[config.mk]
export PLATFORM = sky130hd
export DESIGN_NAME = cpu_mc
export DESIGN_NICKNAME = d
export VERILOG_FILES = /design/src/rtl/cpu_pkg.sv /design/src/rtl/cpu_alu.sv /design/src/rtl/cpu_mc.sv
export SDC_FILE = /design/constraint.sdc
export NUM_CORES = 1
export LEC_CHECK = 0
export BUFFER_PORTS_ARGS = -buffer_cell sky130_fd_sc_hd__buf_4
export CAP_MARGIN = 20
export CELL_PAD_IN_SITES_DETAIL_PLACEMENT = 1
export CELL_PAD_IN_SITES_GLOBAL_PLACEMENT = 2
export CORE_MARGIN = 3
export CORE_UTILIZATION = 35
export CTS_CLUSTER_DIAMETER = 120
export DETAILED_ROUTE_END_ITERATION = 16
export PLACE_DENSITY = 0.65
export SLEW_MARGIN = 20
export SYNTH_ARGS = -nofsm -noshare
export SYNTH_HDL_FRONTEND = slang
export SYNTH_HIERARCHICAL = 1
export SYNTH_SLANG_ARGS = --single-unit
[constraint.sdc]
create_clock -name clk -period 8.3 [get_ports clk]
set_input_delay 1.66 -clock clk [delete_from_list [all_inputs] [get_ports clk]]
set_output_delay 1.66 -clock clk [all_outputs]
set_load 0.1 [all_outputs]
[src/rtl/cpu_pkg.sv]
// Shared opcodes, FSM states and instruction-format constants.
// Imported by cpu_mc and cpu_alu.
package cpu_pkg;

  localparam int NWORDS = 4;

  localparam logic [7:0] OP_HALT = 8'h00;
  localparam logic [7:0] OP_LD   = 8'h01;
  localparam logic [7:0] OP_ST   = 8'h02;
  localparam logic [7:0] OP_LDI  = 8'h03;
  localparam logic [7:0] OP_MOV  = 8'h04;
  localparam logic [7:0] OP_ADD  = 8'h05;
  localparam logic [7:0] OP_SUB  = 8'h06;
  localparam logic [7:0] OP_AND  = 8'h07;
  localparam logic [7:0] OP_OR   = 8'h08;
  localparam logic [7:0] OP_XOR  = 8'h09;
  localparam logic [7:0] OP_ROTL = 8'h0A;
  localparam logic [7:0] OP_ROTR = 8'h0B;
  localparam logic [7:0] OP_JMP  = 8'h0C;
  localparam logic [7:0] OP_BZ   = 8'h0D;
  localparam logic [7:0] OP_BNZ  = 8'h0E;
  localparam logic [7:0] OP_NOP  = 8'hFF;

  typedef enum logic [2:0] {
    S_FETCH,
    S_DECODE,
    S_MEM,
    S_EXEC,
    S_HALTED
  } state_t;

  function automatic int ir_width(input int dw);
    return NWORDS * dw;
  endfunction

endpackage

[src/rtl/cpu_alu.sv]
// Combinational ALU: op, a, b -> result, zero, writes_reg.
// Covers LDI (b passes through), MOV, arithmetic, logic and rotates.
module cpu_alu
  import cpu_pkg::*;
#(
  parameter int DATA_W = 8
) (
  input  logic [7:0]        op,
  input  logic [DATA_W-1:0] a,
  input  logic [DATA_W-1:0] b,
  output logic [DATA_W-1:0] result,
  output logic              zero,
  output logic              writes_reg
);

  localparam logic [DATA_W-1:0] DW = DATA_W'(DATA_W);

  logic [DATA_W-1:0] sh;
  logic [DATA_W-1:0] inv;

  // A shift of DATA_W drains to zero, so sh==0 yields a unchanged.
  assign sh  = b % DW;
  assign inv = DW - sh;

  always_comb begin
    result     = '0;
    writes_reg = 1'b1;
    unique case (op)
      OP_LDI:  result = b;
      OP_MOV:  result = a;
      OP_ADD:  result = a + b;
      OP_SUB:  result = a - b;
      OP_AND:  result = a & b;
      OP_OR:   result = a | b;
      OP_XOR:  result = a ^ b;
      OP_ROTL: result = (a << sh) | (a >> inv);
      OP_ROTR: result = (a >> sh) | (a << inv);
      default: writes_reg = 1'b0;
    endcase
  end

  assign zero = (result == '0);

endmodule

[src/rtl/cpu_mc.sv]
// Multi-cycle register CPU on a single req/ready memory bus.
// Ports: clk, rst (sync, active-low), mem_* bus master, halted, pc.
module cpu_mc
  import cpu_pkg::*;
#(
  parameter int DATA_W = 8,
  parameter int ADDR_W = 16,
  parameter int NREGS  = 16
) (
  input  logic              clk,
  input  logic              rst,
  output logic [ADDR_W-1:0] mem_addr,
  output logic [DATA_W-1:0] mem_wdata,
  output logic              mem_we,
  output logic              mem_req,
  input  logic              mem_ready,
  input  logic [DATA_W-1:0] mem_rdata,
  output logic              halted,
  output logic [ADDR_W-1:0] pc
);

  localparam int RW = $clog2(NREGS);

  state_t state, state_nx;
  logic              run;
  logic [1:0]        cnt;
  logic [ADDR_W-1:0] pc_q;
  logic [DATA_W-1:0] ir [NWORDS];
  logic              z;
  logic [DATA_W-1:0] rf [NREGS];

  logic [7:0]        op;
  logic [RW-1:0]     d_i, a_i, b_i;
  logic [ADDR_W-1:0] tgt, pc_inc;
  logic [DATA_W-1:0] ra, rb, rd;
  logic [DATA_W-1:0] alu_b, alu_y;
  logic              alu_z, alu_wr;
  logic              done, is_ld, is_st;

  // Wide op fields with high bits set decode as NOP.
  assign op = ((ir[0] >> 8) != '0)
            ? OP_NOP : ir[0][7:0];

  assign d_i    = RW'(ir[1]);
  assign a_i    = RW'(ir[2]);
  assign b_i    = RW'(ir[3]);
  assign tgt    = ADDR_W'({ir[2], ir[3]});
  assign pc_inc = pc_q + ADDR_W'(NWORDS);

  assign ra    = rf[a_i];
  assign rb    = rf[b_i];
  assign rd    = rf[d_i];
  assign alu_b = (op == OP_LDI) ? ir[3] : rb;

  assign done  = mem_req && mem_ready;
  assign is_ld = (op == OP_LD);
  assign is_st = (op == OP_ST);
  assign pc    = pc_q;

  cpu_alu #(.DATA_W(DATA_W)) u_alu (
    .op         (op),
    .a          (ra),
    .b          (alu_b),
    .result     (alu_y),
    .zero       (alu_z),
    .writes_reg (alu_wr)
  );

  // run holds the bus idle for the cycle after reset
  // so a reset always drops mem_req on the next edge.
  always_ff @(posedge clk) begin
    if (!rst) begin
      state <= S_FETCH;
      run   <= 1'b0;
    end else begin
      state <= state_nx;
      run   <= 1'b1;
    end
  end

  always_comb begin
    state_nx = state;
    case (state)
      S_FETCH:
        if (done && cnt == 2'd3)
          state_nx = S_DECODE;
      S_DECODE:
        if (op == OP_HALT)
          state_nx = S_HALTED;
        else if (is_ld || is_st)
          state_nx = S_MEM;
        else
          state_nx = S_EXEC;
      S_MEM:
        if (done) state_nx = S_EXEC;
      S_EXEC:   state_nx = S_FETCH;
      S_HALTED: state_nx = S_HALTED;
      default:  state_nx = S_FETCH;
    endcase
  end

  always_comb begin
    mem_req   = 1'b0;
    mem_we    = 1'b0;
    mem_addr  = '0;
    mem_wdata = '0;
    halted    = (state == S_HALTED);
    if (run) begin
      case (state)
        S_FETCH: begin
          mem_req  = 1'b1;
          mem_addr = pc_q + ADDR_W'(cnt);
        end
        S_MEM: begin
          mem_req   = 1'b1;
          mem_addr  = tgt;
          mem_we    = is_st;
          mem_wdata = is_st ? rd : '0;
        end
        default: ;
      endcase
    end
  end

  always_ff @(posedge clk) begin
    if (!rst) begin
      cnt  <= '0;
      pc_q <= '0;
      z    <= 1'b0;
      for (int i = 0; i < NWORDS; i++)
        ir[i] <= '0;
    end else begin
      if (state == S_FETCH && done) begin
        ir[cnt] <= mem_rdata;
        cnt     <= cnt + 2'd1;
      end
      if (state == S_MEM && done && is_ld)
        z <= (mem_rdata == '0);
      if (state == S_EXEC) begin
        if (alu_wr) z <= alu_z;
        unique case (1'b1)
          (op == OP_JMP),
          (op == OP_BZ && z),
          (op == OP_BNZ && !z):
            pc_q <= tgt;
          default: pc_q <= pc_inc;
        endcase
      end
    end
  end

  // Register file carries no reset.
  always_ff @(posedge clk) begin
    if (rst) begin
      if (state == S_MEM && done && is_ld)
        rf[d_i] <= mem_rdata;
      else if (state == S_EXEC && alu_wr)
        rf[d_i] <= alu_y;
    end
  end

endmodule

==> metrics.md, run 1 <==
| Metric | Value |
|---|---|
| 1st-iter DRT viols | 699 |
| Maximum clock frequency | 154 MHz |
| Max VDD drop | 0.144 mV |
| FF-to-FF path depth | 18 |
| Hold Path Cell Cnt | 2 |
| Setup Skew | 0.0193 ns |
| ANT cells | 0 |
| Final setup viols | 0 |
| RSZ-0062 raised after global routing | false |
| Maximum fanout along the worst path | 29 |
| Dpl cells | 1,458 |
| Number of synthesized register bits | 179 |
| Largest family of logic cells by synthesized area | multiplexers |
| Largest area contributor in the netlist | edfxtp_1 |
| Syn_area_per_cell | 12.3 um^2 |
| Worst path arrival time | 6.87 ns |
| CTS clk-pin slew, worst paths | 0.08 ns |
| Final setup TNS | 0 ns |
| WS Path Type | reg -> reg |
| Sink Count | 179 |
| Non-filler cells, final | 1,491 |
| DIE WIDTH | 193 um |
| Root buffer cell | clkbuf_16 |
| Gr usage total | 0.218 |
| Post-synthesis sequential area ratio | 0.418 |
| Number of synthesized flops with an enable pin | 156 |
| Overall die height | 193 um |
| Final period utilization | 0.784 |
| Main synth FF type | edfxtp_1 |
| DRT Pass-1 Iters | 5 |
| Hold-fix buffers, CTS | 0 |
| Worst-skew pair later-pin latency | 0.45 ns |
| Compound-Gate Fraction of Synth Area | 0.106 |
| Starting Density | 0.355 |
| Mapped Area | 0.0123 mm^2 |
| Slew HR | 0.250 |
| Synth Instances | 1,000 |
| Via Count | 9,104 |
| Layout Nets | 1,065 |
| Commonest non-fill, non-tap cell in the layout | edfxtp_1 |
| Port bufs | 53 |
| Vias in the first global route | 9,312 |
| Fin crit period | 6.50 ns |
| Worst r2r dst | z$_SDFF_PN0_ |
| Startpoint types | register |
| Final WL | 41,000 um |
| Vias per cell | 6.11 |
| First-pass GRT wire length | 61,800 um |
| Placement Cell Area | 0.0131 mm^2 |
| Final instance area | 0.0137 mm^2 |
| Final hold viol count | 0 |
| Post-cts resize count | 0 |
| Ranking of synthesized cells by area | edfxtp_1, mux4_2, dfxtp_1 |
| Transition time of the tightest slew-check pin | 1.12 ns |
| Final Max Tran Viols | 0 |
| Leak | 4.64 nW |
| CP Data Required Time | 8.67 ns |
| Final ANT Viol Nets | 0 |
| H-tree depth | 4 |
| Share of layout cells above drive strength 1 | 0.259 |
| # rows | 68 |
| Unique masters post-synth | 79 |
| Synthesized net count | 1,042 |
| CTS buffer count | 17 |
| Layout area overhead | 11.0% |
| Ys async rst share | 0 |
| Fill cells | 3,663 |
| Most frequent cells in the layout | edfxtp_1, mux4_2, buf_4 |
| Routability cong. | 0.854 |
| CTS tree | built |
| Status | finished clean |
| I/O pin count | 54 |
| R2R Path Start | ir[0][1]$_SDFFCE_PN0P_ |
| Post-Synth Adder-Cell Area | 0.0328 |
| Synth top area share | 0.381 |
| DR DRC count | 0 |
| CP endpoint kind | register |
| Synthesis Warnings | 6 |
| Die Area | 0.0374 mm^2 |
| Pin count of the biggest net entering global routing | 37 |
| Post-synthesis simple-gate area fraction | 0.127 |
| Clock buffer depth | 2 |
| Routed len/inst | 27.5 um |
| Cell Pwr Density | 161 mW/mm^2 |
| XOR/XNOR Fraction of Synth Area | 0.0220 |
| Congestion Overflow GR | 0 |
| Multiplexer area fraction after synthesis | 0.252 |
| Flop2flop setup slack | 1.80 ns |
| Area of the core | 0.0346 mm^2 |
| HP Start | z$_SDFF_PN0_ |
| Post-CTS Setup Inserts | 0 |
| Min-Delay Path Class | reg -> reg |
| Worst Hold Path EP | z$_SDFF_PN0_ |
| Max_cap viols | 0 |
| Antenna violations before repair | 1 |
| Hpwl dp | 28,800 um |
[cells by family after synthesis]
| group | after synthesis |
|---|---|
| flip-flops | 179 |
| multiplexers | 167 |
| buffers and inverters | 102 |
| XOR/XNOR | 30 |
| AO/OA/AOI/OAI | 199 |
| adder cells (fa/ha/maj) | 31 |
| AND/OR/NAND/NOR | 292 |
[power by group]
part | switching (mW) | total [mW] | internal (mW)
Sequential | 0.0211 | 1.01 | 0.984
Clock | 0.409 | 0.813 | 0.404
Combinational | 0.226 | 0.376 | 0.150
Total | 0.656 | 2.19 | 1.54
[critical path, cell delays in order, from the launching register on]
cell and delay, ns:
edfxtp_1 0.84, nand4_1 0.76, nand2_1 0.41, o22ai_1 0.15
a21oi_2 0.14, buf_4 0.36, inv_1 0.32, ha_1 0.67
a21o_1 0.30, fa_1 0.42, nand2b_1 0.16, a21oi_1 0.21
xor2_1 0.11, a211o_1 0.30, a221o_1 0.29, or4_1 0.54
nor4_2 0.13, o21ai_0 0.11, a31oi_1 0.17
[stage by stage]
step	setup slack [ns]	hold slack, ns	utilization	power, mW
finish	1.80	0.550	0.394	2.19
global route	1.25	0.580	0.394	2.28
CTS	1.82	0.548	0.394	2.21
detailed placement	1.85	0.533	0.377	1.40
global placement	1.98	0.527	0.377	1.40
floorplan	2.81	0.476	-	1.29
[worst max-delay path by stage]
stage                                 from            to
floorplan               ir[3][0]$_DFFE_PP_  z$_SDFF_PN0_
global route        ir[0][1]$_SDFFCE_PN0P_  z$_SDFF_PN0_
finish              ir[0][1]$_SDFFCE_PN0P_  z$_SDFF_PN0_
CTS                 ir[0][1]$_SDFFCE_PN0P_  z$_SDFF_PN0_
global placement    ir[0][1]$_SDFFCE_PN0P_  z$_SDFF_PN0_
detailed placement  ir[0][1]$_SDFFCE_PN0P_  z$_SDFF_PN0_
[synthesized netlist by cell type, drive strengths merged (27+ instances only)]
library cell / count
edfxtp: 156
nor2: 55
ha: 29
nand2: 68
clkbuf: 47
and2: 31
mux4: 111
a21oi: 50
buf: 31
o21ai: 34
mux2i: 33
nand3: 27
[state kept, by name (all words and copies together), names as in the netlist]
register and flops:
rf 128, z 1, run 1, pc 16, cnt 2, ir 28, state 3
[layout make-up]
type	count	area (um^2)	area share
clock inverters	15	155	0.0114
well taps	455	569	0.0417
multi-input cells	719	6650	0.487
clock buffers	17	425	0.0312
repair buffers	82	619	0.0454
inverters	24	90.1	0.00660
flip-flops and latches	179	5140	0.377
[layer usage]
metal,GRT usage,up-vias,part of all wire,wire (um)
li1,-,4017,-,-
met1,0.317,4773,0.45,18600
met2,0.348,289,0.48,19600
met3,0.0364,23,0.059,2420
met4,0.0380,2,0.0079,325
met5,0,-,0.00017,7
No activity file was read; power rests on OpenSTA's default activity.
==> inputs of run 2 (changes only) <==
==> constraint.sdc (replaced) <==
create_clock -name clk -period 6.6 [get_ports clk]
set_input_delay 1.32 -clock clk [delete_from_list [all_inputs] [get_ports clk]]
set_output_delay 1.32 -clock clk [all_outputs]
set_load 0.1 [all_outputs]
==> metrics.md, run 2 (synthesis gave the netlist of run 1 again) <==
| Metric | Value |
|---|---|
| Antenna violations before repair | 1 (unchanged) |
| Pin count of the biggest net entering global routing | 37 (unchanged) |
| Commonest non-fill, non-tap cell in the layout | edfxtp_1 |
| WHS | 0.518 ns (-0.0324 ns) |
| Share of layout cells above drive strength 1 | 0.267 (+0.00881) |
| Transition time of the tightest slew-check pin | 1.07 ns (-0.0492 ns) |
| Area of the core | 0.0346 mm^2 (unchanged) |
| ANT cells | 0 (unchanged) |
| Flop2flop setup slack | 1.21 ns (-0.58 ns) |
| Die Area | 0.0374 mm^2 (unchanged) |
| Startpoint types | register |
| Vias per cell | 6.07 (-0.57%) |
| Biggest register | rf |
| P_int | 2.00 mW (+30%) |
| Post-CTS Setup Inserts | 0 (unchanged) |
| Clock Power Share | 0.375 (+0.004) |
| Gr usage total | 0.224 (+0.00634) |
| Min setup slack post-route | 1.21 ns (-0.584 ns) |
| Max_cap viols | 0 (unchanged) |
| I/O pin count | 54 (unchanged) |
| CTS clk-pin slew, worst paths | 0.07 ns (about the same) |
| DRT Pass-1 Iters | 7 (+2) |
| DIE WIDTH | 193 um (unchanged) |
| Slew HR | 0.282 (+0.0314) |
| Final Max Tran Viols | 0 (unchanged) |
| Hpwl dp | 29,600 um (+2.8%) |
| Cell Pwr Density | 204 mW/mm^2 (+27%) |
| Root buffer cell | clkbuf_16 |
| Final hold viol count | 0 (unchanged) |
| H-tree depth | 4 (unchanged) |
| Vias in the first global route | 9,300 (-0.13%) |
| Routability cong. | 0.867 (+1.4%) |
| WS Path Type | reg -> reg |
| Worst r2r dst | z$_SDFF_PN0_ |
| Clock buffer depth | 2 (unchanged) |
| Most frequent cells in the layout | edfxtp_1, mux4_2, buf_4 |
| Fin crit period | 5.39 ns (-1.12 ns) |
| Via Count | 9,095 (-0.099%) |
| DR DRC count | 0 (unchanged) |
| Worst path arrival time | 5.75 ns (-1.12 ns) |
| Layout Nets | 1,072 (+0.66%) |
| FF-to-FF path depth | 19 (+1) |
| Final ANT Viol Nets | 0 (unchanged) |
| Setup Skew | 0.0214 ns (+0.00208 ns) |
| CP endpoint | z$_SDFF_PN0_ |
| Worst-skew pair later-pin latency | 0.44 ns (about the same) |
| CP endpoint kind | register |
| Min-Delay Path Class | reg -> reg |
| Hold Path Cell Cnt | 2 (unchanged) |
| Final WL | 42,000 um (+2.5%) |
| Hold-fix buffers, CTS | 0 (unchanged) |
| Starting Density | 0.355 (unchanged) |
| Placement Cell Area | 0.0131 mm^2 (+0.51%) |
| Switch share | 0.287 (-0.0124) |
| # rows | 68 (unchanged) |
| P_sw | 0.803 mW (+22%) |
| Final setup TNS | 0 ns (unchanged) |
| CTS tree | built |
| Port bufs | 53 (unchanged) |
| Place WS | 1.23 ns (-0.623 ns) |
| Leak | 4.67 nW (+0.63%) |
| R2R Path Start | ir[3][0]$_DFFE_PP_ |
| Final period utilization | 0.817 (+0.0328) |
| Max VDD drop | 0.183 mV (+27%) |
| Routed len/inst | 28.0 um (+2.1%) |
| Post-cts resize count | 0 (unchanged) |
| Crit. Startpoint | ir[3][0]$_DFFE_PP_ |
| Comb pwr share | 0.175 (+0.004) |
| 1st-iter DRT viols | 649 (-7.2%) |
| Max FFs per register | 128 (unchanged) |
| Layout area overhead | 11.7% |
| CP Data Required Time | 6.96 ns (-1.71 ns) |
| CTS buffer count | 17 (unchanged) |
| Sink Count | 179 (unchanged) |
| First-pass GRT wire length | 63,300 um (+2.3%) |
| RSZ-0062 raised after global routing | false |
| Sequential Power Share | 0.450 (-0.008) |
| Maximum fanout along the worst path | 12 (-59%) |
| Status | finished clean |
| Final setup viols | 0 (unchanged) |
| Congestion Overflow GR | 0 (unchanged) |
| Overall die height | 193 um (unchanged) |
| Final instance area | 0.0137 mm^2 (+0.64%) |
| Maximum clock frequency | 186 MHz (+21%) |
## run 2: changes by cell type in the layout (fill, tap and decap cells not counted), sizes merged
| cell | delta |
|---|---|
| clkinv | -1 |
| clkinvlp | +4 |
| inv | -6 |
| clkbuf | +1 |
| bufinv | +2 |
| buf | +7 |
## run 2: worst min-delay path by stage
| stage | start | to |
|---|---|---|
| 6_report | z$_SDFF_PN0_ | z$_SDFF_PN0_ |
| 5_1_grt | z$_SDFF_PN0_ | z$_SDFF_PN0_ |
| 4_1_cts | z$_SDFF_PN0_ | z$_SDFF_PN0_ |
| 3_5_place_dp | z$_SDFF_PN0_ | z$_SDFF_PN0_ |
| 3_3_place_gp | z$_SDFF_PN0_ | z$_SDFF_PN0_ |
| 2_1_floorplan | z$_SDFF_PN0_ | z$_SDFF_PN0_ |
## run 2: power by group through the flow
stage	clock network, mW	logic (mW)	registers (mW)
finish	1.05	0.492	1.26
global route	1.11	0.533	1.26
CTS	1.07	0.490	1.26
detailed placement	0	0.488	1.29
global placement	0	0.488	1.29
floorplan	0	0.355	1.27
## run 2: metal layers
layer,share of wire,track usage,wire (um),up-vias
met1,0.45,0.315,18800,4738
met5,0.00031,0,13,-
met3,0.057,0.0421,2410,42
met4,0.020,0.0557,850,2
li1,-,-,-,4013
met2,0.47,0.361,20000,300
## run 2: final cells by class
class                      count  area (um^2)
clock inverter                14          173
sequential                   179         5140
tap                          455          569
timing repair buffer          89          672
clock buffer                  18          429
inverter                      24         90.1
fill                        3651        20900
multi-input combinational    719         6660
## run 2: worst max-delay path, cell delays in order, from the launching register on
cell	delay [ns]
edfxtp_1	0.59
buf_4	0.36
mux4_2	0.57
mux2_2	0.30
a21oi_1	0.20
a31oi_2	0.14
nor2_1	0.33
nand2_1	0.29
nand2_1	0.17
xnor2_1	0.07
ha_1	0.35
nor2_1	0.06
a21oi_1	0.22
xor2_1	0.11
a211o_1	0.30
a221o_1	0.29
or4_1	0.54
nor4_2	0.14
o21ai_0	0.12
a31oi_1	0.15
## run 2: metrics by stage
step,instances,power (mW),util
final,1498,2.80,0.397
after floorplan,1000,1.63,-
after CTS,1497,2.82,0.396
after detailed placement,1465,1.77,0.379
after global routing,1498,2.91,0.397
after global placement,1464,1.77,0.379
